==> src/rtl/axi_memtest_master.sv <==
// AXI4 memory test master: writes seed^word_address over the whole range in INCR
// bursts, reads it back, and counts data mismatches and response/framing errors.
module axi_memtest_master #(
  parameter int G_DATAWIDTH = 32,
  parameter int G_MEMDEPTH  = 1024,
  parameter int G_ID_WIDTH  = 4,
  parameter int G_ADDRWIDTH = $clog2(G_MEMDEPTH),
  parameter int G_BURSTLEN  = 16
) (
  input  logic                     s_aclk,
  input  logic                     s_aresetn,
  input  logic                     start,
  input  logic [G_DATAWIDTH-1:0]   seed,
  output logic                     busy,
  output logic                     done,
  output logic                     pass,
  output logic [15:0]              err_count,
  output logic [G_ADDRWIDTH-1:0]   first_err_addr,
  output logic [G_ID_WIDTH-1:0]    m_axi_awid,
  output logic [G_ADDRWIDTH-1:0]   m_axi_awaddr,
  output logic [7:0]               m_axi_awlen,
  output logic [2:0]               m_axi_awsize,
  output logic [1:0]               m_axi_awburst,
  output logic                     m_axi_awvalid,
  input  logic                     m_axi_awready,
  output logic [G_DATAWIDTH-1:0]   m_axi_wdata,
  output logic [G_DATAWIDTH/8-1:0] m_axi_wstrb,
  output logic                     m_axi_wlast,
  output logic                     m_axi_wvalid,
  input  logic                     m_axi_wready,
  input  logic [G_ID_WIDTH-1:0]    m_axi_bid,
  input  logic [1:0]               m_axi_bresp,
  input  logic                     m_axi_bvalid,
  output logic                     m_axi_bready,
  output logic [G_ID_WIDTH-1:0]    m_axi_arid,
  output logic [G_ADDRWIDTH-1:0]   m_axi_araddr,
  output logic [7:0]               m_axi_arlen,
  output logic [2:0]               m_axi_arsize,
  output logic [1:0]               m_axi_arburst,
  output logic                     m_axi_arvalid,
  input  logic                     m_axi_arready,
  input  logic [G_ID_WIDTH-1:0]    m_axi_rid,
  input  logic [G_DATAWIDTH-1:0]   m_axi_rdata,
  input  logic [1:0]               m_axi_rresp,
  input  logic                     m_axi_rlast,
  input  logic                     m_axi_rvalid,
  output logic                     m_axi_rready
);

  localparam int NBURST  = G_MEMDEPTH / G_BURSTLEN;
  localparam int BEAT_W  = (G_BURSTLEN > 1) ? $clog2(G_BURSTLEN) : 1;
  localparam int BURST_W = (NBURST > 1) ? $clog2(NBURST) : 1;
  localparam logic [BEAT_W-1:0]  LAST_BEAT  = BEAT_W'(G_BURSTLEN - 1);
  localparam logic [BURST_W-1:0] LAST_BURST = BURST_W'(NBURST - 1);

  typedef enum logic [2:0] {IDLE, WADDR, WDATA, WRESP, RADDR, RDATA, DONE} state_t;

  state_t                  state_q, state_d;
  logic [BURST_W-1:0]      burst_q, burst_d;
  logic [BEAT_W-1:0]       beat_q, beat_d;
  logic [G_DATAWIDTH-1:0]  seed_q, seed_d;
  logic [15:0]             err_q, err_d;
  logic [G_ADDRWIDTH-1:0]  fea_q, fea_d;
  logic                    done_q, done_d, pass_q, pass_d;

  logic [G_ADDRWIDTH-1:0]  base_addr, word_addr, err_addr;
  logic [G_DATAWIDTH-1:0]  pattern;
  logic [1:0]              err_inc;
  logic                    last_beat, last_burst;
  logic                    unused_ids;

  function automatic logic [15:0] sat_add(input logic [15:0] a, input logic [1:0] inc);
    logic [16:0] s;
    s = {1'b0, a} + {15'd0, inc};
    return s[16] ? 16'hFFFF : s[15:0];
  endfunction

  assign base_addr  = G_ADDRWIDTH'(burst_q) * G_ADDRWIDTH'(G_BURSTLEN);
  assign word_addr  = base_addr + G_ADDRWIDTH'(beat_q);
  assign pattern    = seed_q ^ G_DATAWIDTH'(word_addr);
  assign last_beat  = (beat_q == LAST_BEAT);
  assign last_burst = (burst_q == LAST_BURST);
  assign unused_ids = ^{m_axi_bid, m_axi_rid};

  assign busy           = (state_q != IDLE) && (state_q != DONE);
  assign done           = done_q;
  assign pass           = pass_q;
  assign err_count      = err_q;
  assign first_err_addr = fea_q;

  assign m_axi_awid    = '0;
  assign m_axi_awaddr  = base_addr;
  assign m_axi_awlen   = 8'(G_BURSTLEN - 1);
  assign m_axi_awsize  = 3'($clog2(G_DATAWIDTH / 8));
  assign m_axi_awburst = 2'b01;
  assign m_axi_awvalid = (state_q == WADDR);
  assign m_axi_wdata   = pattern;
  assign m_axi_wstrb   = '1;
  assign m_axi_wlast   = last_beat;
  assign m_axi_wvalid  = (state_q == WDATA);
  assign m_axi_bready  = (state_q == WRESP);
  assign m_axi_arid    = '0;
  assign m_axi_araddr  = base_addr;
  assign m_axi_arlen   = 8'(G_BURSTLEN - 1);
  assign m_axi_arsize  = 3'($clog2(G_DATAWIDTH / 8));
  assign m_axi_arburst = 2'b01;
  assign m_axi_arvalid = (state_q == RADDR);
  assign m_axi_rready  = (state_q == RDATA);

  always_comb begin
    state_d  = state_q;
    burst_d  = burst_q;
    beat_d   = beat_q;
    seed_d   = seed_q;
    err_d    = err_q;
    fea_d    = fea_q;
    done_d   = done_q;
    pass_d   = pass_q;
    err_inc  = 2'd0;
    err_addr = base_addr;
    case (state_q)
      IDLE, DONE: begin
        if (start) begin
          seed_d  = seed;
          err_d   = '0;
          fea_d   = '0;
          done_d  = 1'b0;
          pass_d  = 1'b0;
          burst_d = '0;
          beat_d  = '0;
          state_d = WADDR;
        end
      end
      WADDR: if (m_axi_awready) state_d = WDATA;
      WDATA: begin
        if (m_axi_wready) begin
          beat_d = last_beat ? '0 : beat_q + 1'b1;
          if (last_beat) state_d = WRESP;
        end
      end
      WRESP: begin
        if (m_axi_bvalid) begin
          err_inc = {1'b0, (m_axi_bresp != 2'b00)};
          burst_d = last_burst ? '0 : burst_q + 1'b1;
          state_d = last_burst ? RADDR : WADDR;
        end
      end
      RADDR: if (m_axi_arready) state_d = RDATA;
      RDATA: begin
        if (m_axi_rvalid) begin
          // a bad beat and a misplaced/missing rlast are counted separately
          err_addr = word_addr;
          err_inc  = {1'b0, (m_axi_rdata != pattern) || (m_axi_rresp != 2'b00)}
                   + {1'b0, (m_axi_rlast != last_beat)};
          beat_d   = last_beat ? '0 : beat_q + 1'b1;
          if (last_beat) begin
            burst_d = last_burst ? '0 : burst_q + 1'b1;
            state_d = last_burst ? DONE : RADDR;
          end
        end
      end
      default: state_d = IDLE;
    endcase
    if (err_inc != 2'd0) begin
      err_d = sat_add(err_q, err_inc);
      if (err_q == 16'd0) fea_d = err_addr;
    end
    if (state_q == RDATA && state_d == DONE) begin
      done_d = 1'b1;
      pass_d = (err_d == 16'd0);
    end
  end

  always_ff @(posedge s_aclk or negedge s_aresetn) begin
    if (!s_aresetn) begin
      state_q <= IDLE;
      burst_q <= '0;
      beat_q  <= '0;
      seed_q  <= '0;
      err_q   <= '0;
      fea_q   <= '0;
      done_q  <= 1'b0;
      pass_q  <= 1'b0;
    end else begin
      state_q <= state_d;
      burst_q <= burst_d;
      beat_q  <= beat_d;
      seed_q  <= seed_d;
      err_q   <= err_d;
      fea_q   <= fea_d;
      done_q  <= done_d;
      pass_q  <= pass_d;
    end
  end

endmodule
==> config.mk <==
export PLATFORM = sky130hd
export DESIGN_NAME = axi_memtest_master
export DESIGN_NICKNAME = d
export VERILOG_FILES = /design/src/rtl/axi_memtest_master.sv
export SDC_FILE = /design/constraint.sdc
export NUM_CORES = 1
export LEC_CHECK = 0
export BUFFER_PORTS_ARGS = -buffer_cell sky130_fd_sc_hd__buf_2
export CAP_MARGIN = 20
export CORE_ASPECT_RATIO = 1.25
export CORE_UTILIZATION = 48
export CTS_CLUSTER_DIAMETER = 80
export DETAILED_ROUTE_END_ITERATION = 10
export PLACE_DENSITY_LB_ADDON = 0.08
export RECOVER_POWER = 50
export SLEW_MARGIN = 20
export SYNTH_ARGS = -nofsm -noshare
export SYNTH_HDL_FRONTEND = slang
export SYNTH_SLANG_ARGS = --single-unit
==> constraint.sdc <==
create_clock -name s_aclk -period 4.4 [get_ports s_aclk]
set_input_delay 0.22 -clock s_aclk [delete_from_list [all_inputs] [get_ports s_aclk]]
set_output_delay 0.22 -clock s_aclk [all_outputs]
set_load 0.1 [all_outputs]
==> Yosys cells after proc, flatten, opt, wreduce, memory -nomap -nowiden <==
Cells that the tools add are included.
{ "word_totals": {"register_bits": 73, "latchBits": 0, "ram_bits": 0, "rom_bits": 0, "in_bits": 85, "output_inout_bits": 125, "n_memories": 0} }
{ "op_classes": {"add_sub_neg": 5, "n_mul": 0, "div_mod_pow": 0, "n_lt_le_gt_ge": 0, "eq_ne": 17, "shift": 0, "muxes": 39, "bitwise": 1, "n_reduce_logical": 19} }
{ "ops": {"columns": ["operator", "n"], "rows": [
  ["2-to-1 mux 16 bit", 4],
  ["2-to-1 mux 10 bit", 6],
  ["logical NOT 16 bit", 2],
  ["inequality test 32 bit", 1],
  ["bitwise XOR 32 x 10 -> 32 bit", 1],
  ["2-to-1 mux 6 bit", 5],
  ["2-to-1 mux 3 bit", 9],
  ["case mux 3 bit (6 select lines)", 1],
  ["case mux 6 bit (3 select lines)", 1],
  ["adder 16 x 2 -> 17 bit", 1],
  ["2-to-1 mux 4 bit", 4],
  ["== test 3 bit (second input constant)", 4],
  ["case mux 4 bit (3 select lines)", 1],
  ["adder 10 x 4 -> 10 bit", 1],
  ["nonzero test 2 bit", 5],
  ["nonzero test 3 bit", 3],
  ["adder 6 x 1 -> 6 bit (second input constant)", 1],
  ["== test 3 x 2 -> 1 bit (second input constant)", 2],
  ["== test 6 bit (second input constant)", 1],
  ["inequality test 2 bit (second input constant)", 3],
  ["2-to-1 mux 1 bit", 5],
  ["AND reduction 5 bit", 1],
  ["adder 4 x 1 -> 4 bit (second input constant)", 1],
  ["== test 4 bit (second input constant)", 1],
  ["13 further kinds", 17]
]} }

==> Depth between registers and ports, before layout <==
Gate-level depths: netlist of the first run.
{ "depth": {"ltp_word": 12, "depth_mapped": 18} }

==> Worst setup path after synthesis of the first run <==
No wires, ideal clock.
{ "synth_path": {"path_type": "reg2reg", "start": "register burst_q[4]", "end": "register pass_q, in the netlist pass", "arrival_time_ps": 5997, "slack_ps": -1667, "path_stages_with_launch": 19, "path_buffers": 2, "cell_sequence": "dfrtp_1 > clkbuf_1 > xor2_1 > xor2_1 > nor4_1 > nand4_1 > ha_1 > nand2_1 > o21ai_0 > ha_1 > fa_1 > clkbuf_1 > and4_1 > nand4_1 > and3_1 > a311oi_1 > or4_1 > nor4_2 > a32o_1"} }
{ "synth_between": {"elab_chain_len": 12, "elab_cells_between_ends": 25, "cone_classes": "add/sub (3); eq/ne (3); mux (11); bitwise (1); reduce/logical (7)"} }
{ "synth_rtl": {"columns": ["item", "line_no", "text"], "rows": [
  ["from (decl)", "59", "logic [BURST_W-1:0] burst_q, burst_d;"],
  ["from (signal assigned)", "186", "burst_q <= burst_d;"],
  ["adder 10 x 4 -> 10 bit (*)", "79", "assign word_addr = base_addr + G_ADDRWIDTH'(beat_q);"],
  ["bitwise XOR 32 x 10 -> 32 bit (*)", "80", "assign pattern = seed_q ^ G_DATAWIDTH'(word_addr);"],
  ["named net m_axi_wdata[8]", "26", "output logic [G_DATAWIDTH-1:0] m_axi_wdata,"],
  ["inequality test 32 bit (*)", "153", "err_inc = {1'b0, (m_axi_rdata != pattern) || (m_axi_rresp != 2'b00)}"],
  ["logical OR 1 bit (*)", "153", null],
  ["adder 1 x 1 -> 2 bit (*)", "154", "+ {1'b0, (m_axi_rlast != last_beat)};"],
  ["2-to-1 mux 2 bit (*)", "150", "if (m_axi_rvalid) begin"],
  ["case mux 2 bit (2 select lines) (*)", "121", "case (state_q)"],
  ["adder 16 x 2 -> 17 bit", "74", "s = {1'b0, a} + {15'd0, inc};"],
  ["2-to-1 mux 16 bit", "75", "return s[16] ? 16'hFFFF : s[15:0];"],
  ["2-to-1 mux 16 bit (*)", "164", "if (err_inc != 2'd0) begin"],
  ["named net err_d[13]", "62", "logic [15:0] err_q, err_d;"],
  ["logical NOT 16 bit (*)", "170", "pass_d = (err_d == 16'd0);"],
  ["2-to-1 mux 1 bit (*)", "168", "if (state_q == RDATA && state_d == DONE) begin"],
  ["to (signal assigned)", "192", "pass_q <= pass_d;"],
  ["to (decl)", "64", "logic done_q, done_d, pass_q, pass_d;"]
]} }
The timed path passes the listed nets; every way through them passes the cells marked *.
A chain may end at the register's enable or synchronous reset.

==> Worst setup path after layout of the first run <==
{ "layout_path": {"start": "register beat_q[0]", "end": "register pass_q, in the netlist pass"} }
{ "layout_between": {"elab_chain_len": 12, "elab_cells_between_ends": 25, "cone_classes": "add/sub (3); eq/ne (4); mux (10); bitwise (1); reduce/logical (7)"} }
{ "layout_rtl": {"columns": ["item", "line_no", "text"], "rows": [
  ["from (decl)", "60", "logic [BEAT_W-1:0] beat_q, beat_d;"],
  ["from (signal assigned)", "187", "beat_q <= beat_d;"],
  ["adder 10 x 4 -> 10 bit", "79", null],
  ["bitwise XOR 32 x 10 -> 32 bit", "80", null],
  ["inequality test 32 bit", "153", null],
  ["logical OR 1 bit", "153", null],
  ["adder 1 x 1 -> 2 bit (*)", "154", null],
  ["2-to-1 mux 2 bit (*)", "150", null],
  ["case mux 2 bit (2 select lines) (*)", "121", null],
  ["adder 16 x 2 -> 17 bit", "74", null],
  ["2-to-1 mux 16 bit", "75", null],
  ["2-to-1 mux 16 bit (*)", "164", null],
  ["named net err_d[13]", "62", null],
  ["logical NOT 16 bit (*)", "170", null],
  ["2-to-1 mux 1 bit (*)", "168", null]
]} }
Marks and branches as above.

==> run_summary.xml, run 1 <==
<?xml version="1.0" encoding="UTF-8"?>
<metrics>
  <group name="synthesis">
    <metric name="synth_async_sr_flop_share" unit="%">100</metric>
    <metric name="synthesis.instances" unit="">581</metric>
    <metric name="syn_avg_cell_area" unit="um^2">8.30</metric>
    <metric name="sequential_area_share_after_synthesis" unit="%">37.9</metric>
    <metric name="ys_top_cells_by_area" unit="">sky130_fd_sc_hd__dfrtp_1, sky130_fd_sc_hd__buf_4, sky130_fd_sc_hd__nand2_1, sky130_fd_sc_hd__xor2_1, sky130_fd_sc_hd__xnor2_1</metric>
    <metric name="ys_types" unit="">59</metric>
    <metric name="synth_largest_type_area_fraction" unit="%">37.9</metric>
    <metric name="synth_largest_area_cell" unit="">sky130_fd_sc_hd__dfrtp_1</metric>
    <metric name="ys_ff_latch" unit="">73</metric>
    <metric name="synth-warning-count" unit="">0</metric>
    <metric name="dominantRegCellSynth" unit="">sky130_fd_sc_hd__dfrtp_1</metric>
    <metric name="netlist_area" unit="um^2">4820</metric>
    <metric name="yosysMostFrequentCell" unit="">sky130_fd_sc_hd__nand2_1</metric>
    <metric name="number_of_enable_type_register_cells_in_the_synthesized_netlist" unit="">0</metric>
    <metric name="most_frequent_cells_after_synthesis" unit="">sky130_fd_sc_hd__nand2_1, sky130_fd_sc_hd__buf_4, sky130_fd_sc_hd__dfrtp_1</metric>
  </group>
  <group name="drt">
    <metric name="routed_wire_length_per_instance" unit="um">14.9</metric>
    <metric name="dr.first_iter.drc_count" unit="">238</metric>
    <metric name="drcViolationCount" unit="">0</metric>
    <metric name="firstDrtPassIters" unit="">5</metric>
    <metric name="detailroute.via_count" unit="">4335</metric>
    <metric name="postRouteWirelength" unit="um">12300</metric>
    <metric name="antenna_viol_nets_final" unit="">0</metric>
    <metric name="vias_per_cell" unit="">5.25</metric>
  </group>
  <group name="floorplanning">
    <metric name="floorplan.die.height" unit="um">114</metric>
    <metric name="die-width" unit="um">91.7</metric>
    <metric name="starting_density_of_the_core" unit="%">49.7</metric>
    <metric name="io_pins" unit="">210</metric>
    <metric name="placementRows" unit="">40</metric>
    <metric name="core_area" unit="um^2">9710</metric>
    <metric name="floorplan.die_area" unit="um^2">10500</metric>
  </group>
  <group name="sta">
    <metric name="final_hold_viol_count" unit="">0</metric>
    <metric name="slew_viol_final" unit="">74</metric>
    <metric name="fmax" unit="MHz">241</metric>
    <metric name="setup_repair_after_global_routing_missed_its_margin" unit="">false</metric>
    <metric name="slew-limit-headroom" unit="%">-22.1</metric>
    <metric name="setup-violations-final" unit="">0</metric>
    <metric name="worstMarginPinSlew" unit="ns">1.83</metric>
    <metric name="post-route-period-util" unit="%">94.1</metric>
    <metric name="timing.clock.skew" unit="ns">0.0110</metric>
    <metric name="final_period_minus_worst_setup_slack" unit="ns">4.14</metric>
  </group>
  <group name="place">
    <metric name="placed_instances" unit="">811</metric>
    <metric name="port_buffers" unit="">155</metric>
    <metric name="routabilityCongestion" unit="">0.920</metric>
    <metric name="post-dp-hpwl" unit="um">9120</metric>
  </group>
  <group name="clocking">
    <metric name="clk_lat_worst_skew" unit="ns">0.34</metric>
    <metric name="inserted_clock_buffers" unit="">9</metric>
    <metric name="postCtsSetupRepairBufs" unit="">0</metric>
    <metric name="cts_tree" unit="">built</metric>
    <metric name="tritoncts_num_sinks" unit="">73</metric>
    <metric name="cts-root-to-sink-buffers" unit="">2</metric>
    <metric name="worst_setup_hold_path_clk_slew" unit="ns">0.05</metric>
    <metric name="post_cts_hold_buffer_count" unit="">0</metric>
    <metric name="ctsResizeCount" unit="">0</metric>
    <metric name="clk_root_buffer_cell" unit="">sky130_fd_sc_hd__clkbuf_16</metric>
    <metric name="clock_tree.htree_level_count" unit="">3</metric>
  </group>
  <group name="min_path">
    <metric name="hold_class" unit="">in2reg</metric>
  </group>
  <group name="setup_path">
    <metric name="r2r_slack" unit="ns">0.26</metric>
    <metric name="worstPathMaxFanout" unit="">9</metric>
    <metric name="critical_path.reg2reg.endpoint" unit="">pass</metric>
    <metric name="cp-endpoint" unit="">pass</metric>
    <metric name="worst_ep_required_time" unit="ns">4.67</metric>
    <metric name="timing.critical_path.from" unit="">beat_q[0]</metric>
    <metric name="r2r_cells" unit="">16</metric>
    <metric name="reg2reg_from" unit="">beat_q[0]</metric>
    <metric name="worstSetupStartpointType" unit="">flip-flop</metric>
    <metric name="worst-endpoint-arrival" unit="ns">4.42</metric>
    <metric name="criticalPathCategory" unit="">reg2reg</metric>
    <metric name="setup.worst_path.end_class" unit="">flip-flop</metric>
  </group>
  <group name="layout">
    <metric name="final_net_count" unit="">787</metric>
    <metric name="layout-drive-gt1-share" unit="%">24.0</metric>
    <metric name="fillers" unit="">913</metric>
    <metric name="final_cells" unit="">825</metric>
    <metric name="area_growth_syn_to_layout" unit="%">19.5</metric>
    <metric name="utilization" unit="%">59.3</metric>
    <metric name="antenna_cells" unit="">0</metric>
  </group>
  <group name="power_and_ir_drop">
    <metric name="worst_ir_drop_vdd" unit="uV">398</metric>
    <metric name="switching_share" unit="%">59.9</metric>
    <metric name="comb_power_share" unit="%">60.1</metric>
    <metric name="netSwitchingPower" unit="mW">2.69</metric>
    <metric name="total_leakage_power" unit="nW">2.86</metric>
    <metric name="p_int" unit="mW">1.80</metric>
    <metric name="p_per_area" unit="nW/um^2">779</metric>
    <metric name="power_frac_seq" unit="%">24.1</metric>
    <metric name="pwr-share-clk" unit="%">15.8</metric>
  </group>
  <group name="global_route">
    <metric name="grt_start_max_net_pins" unit="">74</metric>
    <metric name="grt_overflow" unit="">0</metric>
    <metric name="grt_antenna_before_repair" unit="">0</metric>
    <metric name="wire_length_of_the_first_global_routing_pass" unit="um">19500</metric>
    <metric name="number_of_global_route_vias_before_repair" unit="">3944</metric>
    <metric name="grt.total_usage" unit="%">24.2</metric>
  </group>
  <group name="status">
    <metric name="run_status" unit="">finished with violations</metric>
    <metric name="failing_checks" unit="">capacitance limit, slew limit</metric>
  </group>
  <group name="job">
    <metric name="number_of_maximum_capacitance_violations" unit="">1</metric>
  </group>
</metrics>
[area by class of cell]
class                      count  area (um^2)  area share (%)
multi-input combinational    433         2610            45.4
sequential                    73         1840            32.0
timing repair buffer         168          825            14.3
clock buffer                  13          250            4.34
tap                          126          158            2.74
inverter                      11         41.3           0.717
clock inverter                 1         30.0           0.521
[per-layer routing]
metal / up-vias / GRT usage (%) / wire, um
met1: 2042 / 30.8 / 5060
met2: 185 / 41.4 / 6290
met3: 22 / 4.05 / 757
li1: 2086 / - / -
met4: 0 / 8.89 / 220
met5: - / 0 / 0
[through the flow]
step           area [um^2]  setup TNS [ns]  setup slack [ns]  hold slack [ns]  power, mW
2_1_floorplan         5220          -0.132            -0.132          -0.0756       3.57
3_3_place_gp          5520               0             0.280            0.413       3.79
3_5_place_dp          5520               0            0.0753            0.416       3.82
4_1_cts               5800               0            0.0652           0.0713       4.54
5_1_grt               5760               0            0.0268           0.0834       4.70
6_report              5760               0             0.258           0.0761       4.49
[registers in the layout, summed over array words and instances, names as in the netlist]
name and cells:
seed_q 32, err_count 16, first_err_addr 10, burst_q 6, beat_q 4, state_q 3
done 1, pass 1
[logic make-up after synthesis]
| group | share of synthesized area (%) |
|---|---|
| xor gates and xnor gates | 7.81 |
| buffers and inverters | 15.7 |
| DFF | 37.9 |
| muxes | 0.830 |
| AOI/OAI and AO/OA | 11.1 |
| other | 0.156 |
| and+or+nand+nor | 24.8 |
| adders and majority gates | 1.71 |
[worst min-delay path by stage]
stage                    from                 to  slack [ns]  cells after the start
detailed placement   seed[29]         seed_q[29]        0.42                      3
global placement     seed[31]         seed_q[31]        0.41                      3
floorplan           s_aresetn          beat_q[0]       -0.08                      0
CTS                 s_aresetn  first_err_addr[4]        0.07                      1
finish               seed[29]         seed_q[29]        0.08                      3
global route         seed[22]         seed_q[22]        0.08                      3
[power groups by stage]
stage,Clock [mW],Combinational (mW),Sequential (mW)
final,0.709,2.70,1.08
after global routing,0.750,2.84,1.11
after CTS,0.725,2.74,1.08
after detailed placement,0,2.73,1.09
after global placement,0,2.71,1.08
after floorplan,0,2.43,1.14
[cells in the final DEF (no fill, tap or decap), types with 12 or more instances in the layout]
cell,instances
sky130_fd_sc_hd__buf_4,13
sky130_fd_sc_hd__xnor2_1,17
sky130_fd_sc_hd__xor2_1,16
sky130_fd_sc_hd__nand3_1,21
sky130_fd_sc_hd__clkbuf_1,42
sky130_fd_sc_hd__nand2_1,139
sky130_fd_sc_hd__nor3_1,15
sky130_fd_sc_hd__conb_1,46
sky130_fd_sc_hd__nor2_1,14
sky130_fd_sc_hd__buf_2,115
sky130_fd_sc_hd__dfrtp_1,67
sky130_fd_sc_hd__o21ai_0,27
sky130_fd_sc_hd__a21oi_1,12
[critical path: stages (launching register included)]
cell	delay, ns
sky130_fd_sc_hd__dfrtp_1	0.59
sky130_fd_sc_hd__ha_1	0.30
sky130_fd_sc_hd__and3_1	0.40
sky130_fd_sc_hd__xor2_1	0.20
sky130_fd_sc_hd__ha_1	0.26
sky130_fd_sc_hd__nand2_1	0.06
sky130_fd_sc_hd__o21ai_0	0.09
sky130_fd_sc_hd__ha_2	0.21
sky130_fd_sc_hd__fa_1	0.44
sky130_fd_sc_hd__and4_1	0.19
sky130_fd_sc_hd__nand4_1	0.11
sky130_fd_sc_hd__buf_4	0.17
sky130_fd_sc_hd__and3_4	0.21
sky130_fd_sc_hd__a311oi_1	0.11
sky130_fd_sc_hd__or4_1	0.44
sky130_fd_sc_hd__nor4_2	0.17
sky130_fd_sc_hd__a32o_1	0.15
Note: power is estimated with default switching activity, not from simulation.
==> inputs of run 2 (changes only) <==
- CELL_PAD_IN_SITES_DETAIL_PLACEMENT: default -> 2
- CELL_PAD_IN_SITES_GLOBAL_PLACEMENT: default -> 2
- CORE_UTILIZATION: 48 -> 26
==> run 2 against run 1 <==
The flow still finishes with violations (capacitance limit, slew limit). Total power increased by 5.2%. Critical path depth increased by 2. Clock power increased by 18%. Sequential power about the same. First-iteration DRC count decreased by 29%. Core utilization decreased by 26 points. Combinational power increased by 3%. Worst setup slack got worse by 0.15 ns. Final cell count increased by 15%. Non-clock buffer count increased by 20. Register-to-register slack got worse by 0.15 ns. Hold slack got worse by 0.017 ns. Critical path type unchanged. Highest routed layer is now met5.
==> run_summary.xml, run 2 (synthesis results as in run 1) <==
<?xml version="1.0" encoding="UTF-8"?>
<metrics>
  <group name="power_and_ir_drop">
    <metric name="p_per_area" unit="nW/um^2">773</metric>
    <metric name="netSwitchingPower" unit="mW">2.82</metric>
    <metric name="worst_ir_drop_vdd" unit="uV">276</metric>
    <metric name="switching_share" unit="%">59.7</metric>
    <metric name="total_leakage_power" unit="nW">2.97</metric>
    <metric name="p_int" unit="mW">1.90</metric>
    <metric name="power_frac_seq" unit="%">23.4</metric>
    <metric name="comb_power_share" unit="%">59.0</metric>
    <metric name="pwr-share-clk" unit="%">17.7</metric>
  </group>
  <group name="drt">
    <metric name="antenna_viol_nets_final" unit="">0</metric>
    <metric name="routed_wire_length_per_instance" unit="um">18.0</metric>
    <metric name="detailroute.via_count" unit="">4533</metric>
    <metric name="dr.first_iter.drc_count" unit="">170</metric>
    <metric name="firstDrtPassIters" unit="">4</metric>
    <metric name="postRouteWirelength" unit="um">17100</metric>
    <metric name="vias_per_cell" unit="">4.78</metric>
    <metric name="drcViolationCount" unit="">0</metric>
  </group>
  <group name="setup_path">
    <metric name="criticalPathCategory" unit="">reg2reg</metric>
    <metric name="worstSetupStartpointType" unit="">flip-flop</metric>
    <metric name="worst-endpoint-arrival" unit="ns">4.57</metric>
    <metric name="setup.worst_path.end_class" unit="">flip-flop</metric>
    <metric name="worstPathMaxFanout" unit="">6</metric>
    <metric name="worst_ep_required_time" unit="ns">4.69</metric>
  </group>
  <group name="place">
    <metric name="routabilityCongestion" unit="">0.811</metric>
    <metric name="pre_cts_ws" unit="ns">-0.0886</metric>
    <metric name="port_buffers" unit="">155</metric>
    <metric name="placed_area" unit="um^2">5730</metric>
    <metric name="post-dp-hpwl" unit="um">12900</metric>
  </group>
  <group name="sta">
    <metric name="final_hold_viol_count" unit="">0</metric>
    <metric name="final_period_minus_worst_setup_slack" unit="ns">4.29</metric>
    <metric name="fmax" unit="MHz">233</metric>
    <metric name="worstMarginPinSlew" unit="ns">2.10</metric>
    <metric name="final_critical_path_setup_slack" unit="ns">0.111</metric>
    <metric name="slew-limit-headroom" unit="%">-40.2</metric>
    <metric name="setup-violations-final" unit="">0</metric>
    <metric name="slew_viol_final" unit="">37</metric>
    <metric name="setup_repair_after_global_routing_missed_its_margin" unit="">true</metric>
    <metric name="final.setup.tns" unit="ns">0</metric>
    <metric name="post-route-period-util" unit="%">97.5</metric>
    <metric name="timing.clock.skew" unit="ns">0.0127</metric>
  </group>
  <group name="floorplanning">
    <metric name="core_area" unit="um^2">18100</metric>
    <metric name="io_pins" unit="">210</metric>
    <metric name="die-width" unit="um">124</metric>
    <metric name="floorplan.die.height" unit="um">154</metric>
    <metric name="floorplan.die_area" unit="um^2">19100</metric>
    <metric name="starting_density_of_the_core" unit="%">26.6</metric>
    <metric name="placementRows" unit="">55</metric>
  </group>
  <group name="layout">
    <metric name="layout-drive-gt1-share" unit="%">26.2</metric>
    <metric name="area_growth_syn_to_layout" unit="%">26.6</metric>
    <metric name="layout.cells.most_common" unit="">sky130_fd_sc_hd__nand2_1</metric>
    <metric name="final_cell_area" unit="um^2">6100</metric>
    <metric name="layout_common_cells" unit="">sky130_fd_sc_hd__nand2_1, sky130_fd_sc_hd__buf_2, sky130_fd_sc_hd__dfrtp_1</metric>
    <metric name="largest_reg_flops" unit="">32</metric>
    <metric name="registers.top_by_ff_count" unit="">seed_q</metric>
    <metric name="final_net_count" unit="">807</metric>
    <metric name="antenna_cells" unit="">0</metric>
  </group>
  <group name="clocking">
    <metric name="cts-root-to-sink-buffers" unit="">2</metric>
    <metric name="worst_setup_hold_path_clk_slew" unit="ns">0.07</metric>
    <metric name="tritoncts_num_sinks" unit="">73</metric>
    <metric name="clk_lat_worst_skew" unit="ns">0.35</metric>
    <metric name="clk_root_buffer_cell" unit="">sky130_fd_sc_hd__clkbuf_16</metric>
    <metric name="clock_tree.htree_level_count" unit="">3</metric>
    <metric name="cts_tree" unit="">built</metric>
    <metric name="inserted_clock_buffers" unit="">9</metric>
  </group>
  <group name="global_route">
    <metric name="grt_antenna_before_repair" unit="">1</metric>
    <metric name="number_of_global_route_vias_before_repair" unit="">4871</metric>
    <metric name="grt.total_usage" unit="%">18.5</metric>
    <metric name="grt_start_max_net_pins" unit="">41</metric>
    <metric name="wire_length_of_the_first_global_routing_pass" unit="um">26800</metric>
    <metric name="grt_overflow" unit="">0</metric>
  </group>
  <group name="status">
    <metric name="run_status" unit="">finished with violations</metric>
    <metric name="failing_checks" unit="">capacitance limit, slew limit</metric>
  </group>
  <group name="job">
    <metric name="number_of_maximum_capacitance_violations" unit="">1</metric>
  </group>
  <group name="min_path">
    <metric name="hold_class" unit="">in2reg</metric>
  </group>
</metrics>
-- run 2: routing by layer --
layer / routed length, um / GRT usage (%) / part of all wire [%]
met1: 7060 / 21.8 / 41
met4: 272 / 6.43 / 1.6
met2: 8950 / 33.1 / 52
met5: 14 / 0 / 0.082
met3: 809 / 2.84 / 4.7
-- run 2: cell type report --
cell class | instances | area (um^2)
Fill cell | 2121 | 12000
Multi-Input combinational cell | 433 | 2630
Sequential cell | 73 | 1850
Timing Repair Buffer | 188 | 971
Tap cell | 228 | 285
Clock buffer | 12 | 256
Clock inverter | 4 | 76.3
Inverter | 11 | 41.3
-- run 2: worst paths after layout --
kind                              endpoint       start  slack, ns  cells past startpoint
worst max-delay path                  pass  burst_q[1]       0.11                     18
worst min-delay path            seed_q[29]    seed[29]       0.06                      3
worst max register to register        pass  burst_q[1]       0.11                     18
worst min register to register        done        done       0.48                      2
max in group asynchronous       burst_q[2]   s_aresetn       1.29                      3
min in group asynchronous       seed_q[11]   s_aresetn       1.02                      2
-- run 2: what timing repair did --
action                                  in CTS  in global routing
hold buffers                                 1                  0
endpoints found under the hold margin       35                  0
resized for setup                            2                  6
pin swaps                                    0                 11
buffers inserted                             0                  8
endpoints found under the setup margin       1                  1
-- run 2: power groups by stage --
stage	clock [mW]	combinational [mW]	sequential, mW
after floorplan	0	2.43	1.14
after global placement	0	2.77	1.10
after detailed placement	0	2.81	1.12
after CTS	0.860	2.83	1.11
after global routing	0.887	2.94	1.13
final	0.834	2.78	1.10
-- run 2: worst max-delay path, stage by stage, from the launching register on --
cell,delay [ns]
sky130_fd_sc_hd__dfrtp_4,0.53
sky130_fd_sc_hd__xor2_4,0.17
sky130_fd_sc_hd__xor2_1,0.16
sky130_fd_sc_hd__nor4_2,0.27
sky130_fd_sc_hd__buf_4,0.15
sky130_fd_sc_hd__nand4_1,0.16
sky130_fd_sc_hd__ha_1,0.36
sky130_fd_sc_hd__nand2_1,0.06
sky130_fd_sc_hd__o21ai_1,0.06
sky130_fd_sc_hd__ha_2,0.20
sky130_fd_sc_hd__fa_2,0.38
sky130_fd_sc_hd__and4_1,0.18
sky130_fd_sc_hd__nand4_1,0.12
sky130_fd_sc_hd__buf_6,0.12
sky130_fd_sc_hd__and3_4,0.18
sky130_fd_sc_hd__a311oi_2,0.10
sky130_fd_sc_hd__or4_1,0.56
sky130_fd_sc_hd__nor4_2,0.29
sky130_fd_sc_hd__a32o_1,0.18
-- run 2: metrics by stage --
| step | total power, mW | util, % | std cells | hold slack (ns) |
|---|---|---|---|---|
| after detailed placement | 3.93 | 31.7 | 924 | 0.220 |
| after floorplan | 3.57 | - | 625 | -0.0756 |
| final | 4.72 | 33.7 | 949 | 0.0594 |
| after global routing | 4.96 | 33.7 | 949 | 0.0536 |
| after CTS | 4.80 | 33.6 | 941 | 0.0463 |
| after global placement | 3.88 | 31.7 | 924 | 0.226 |
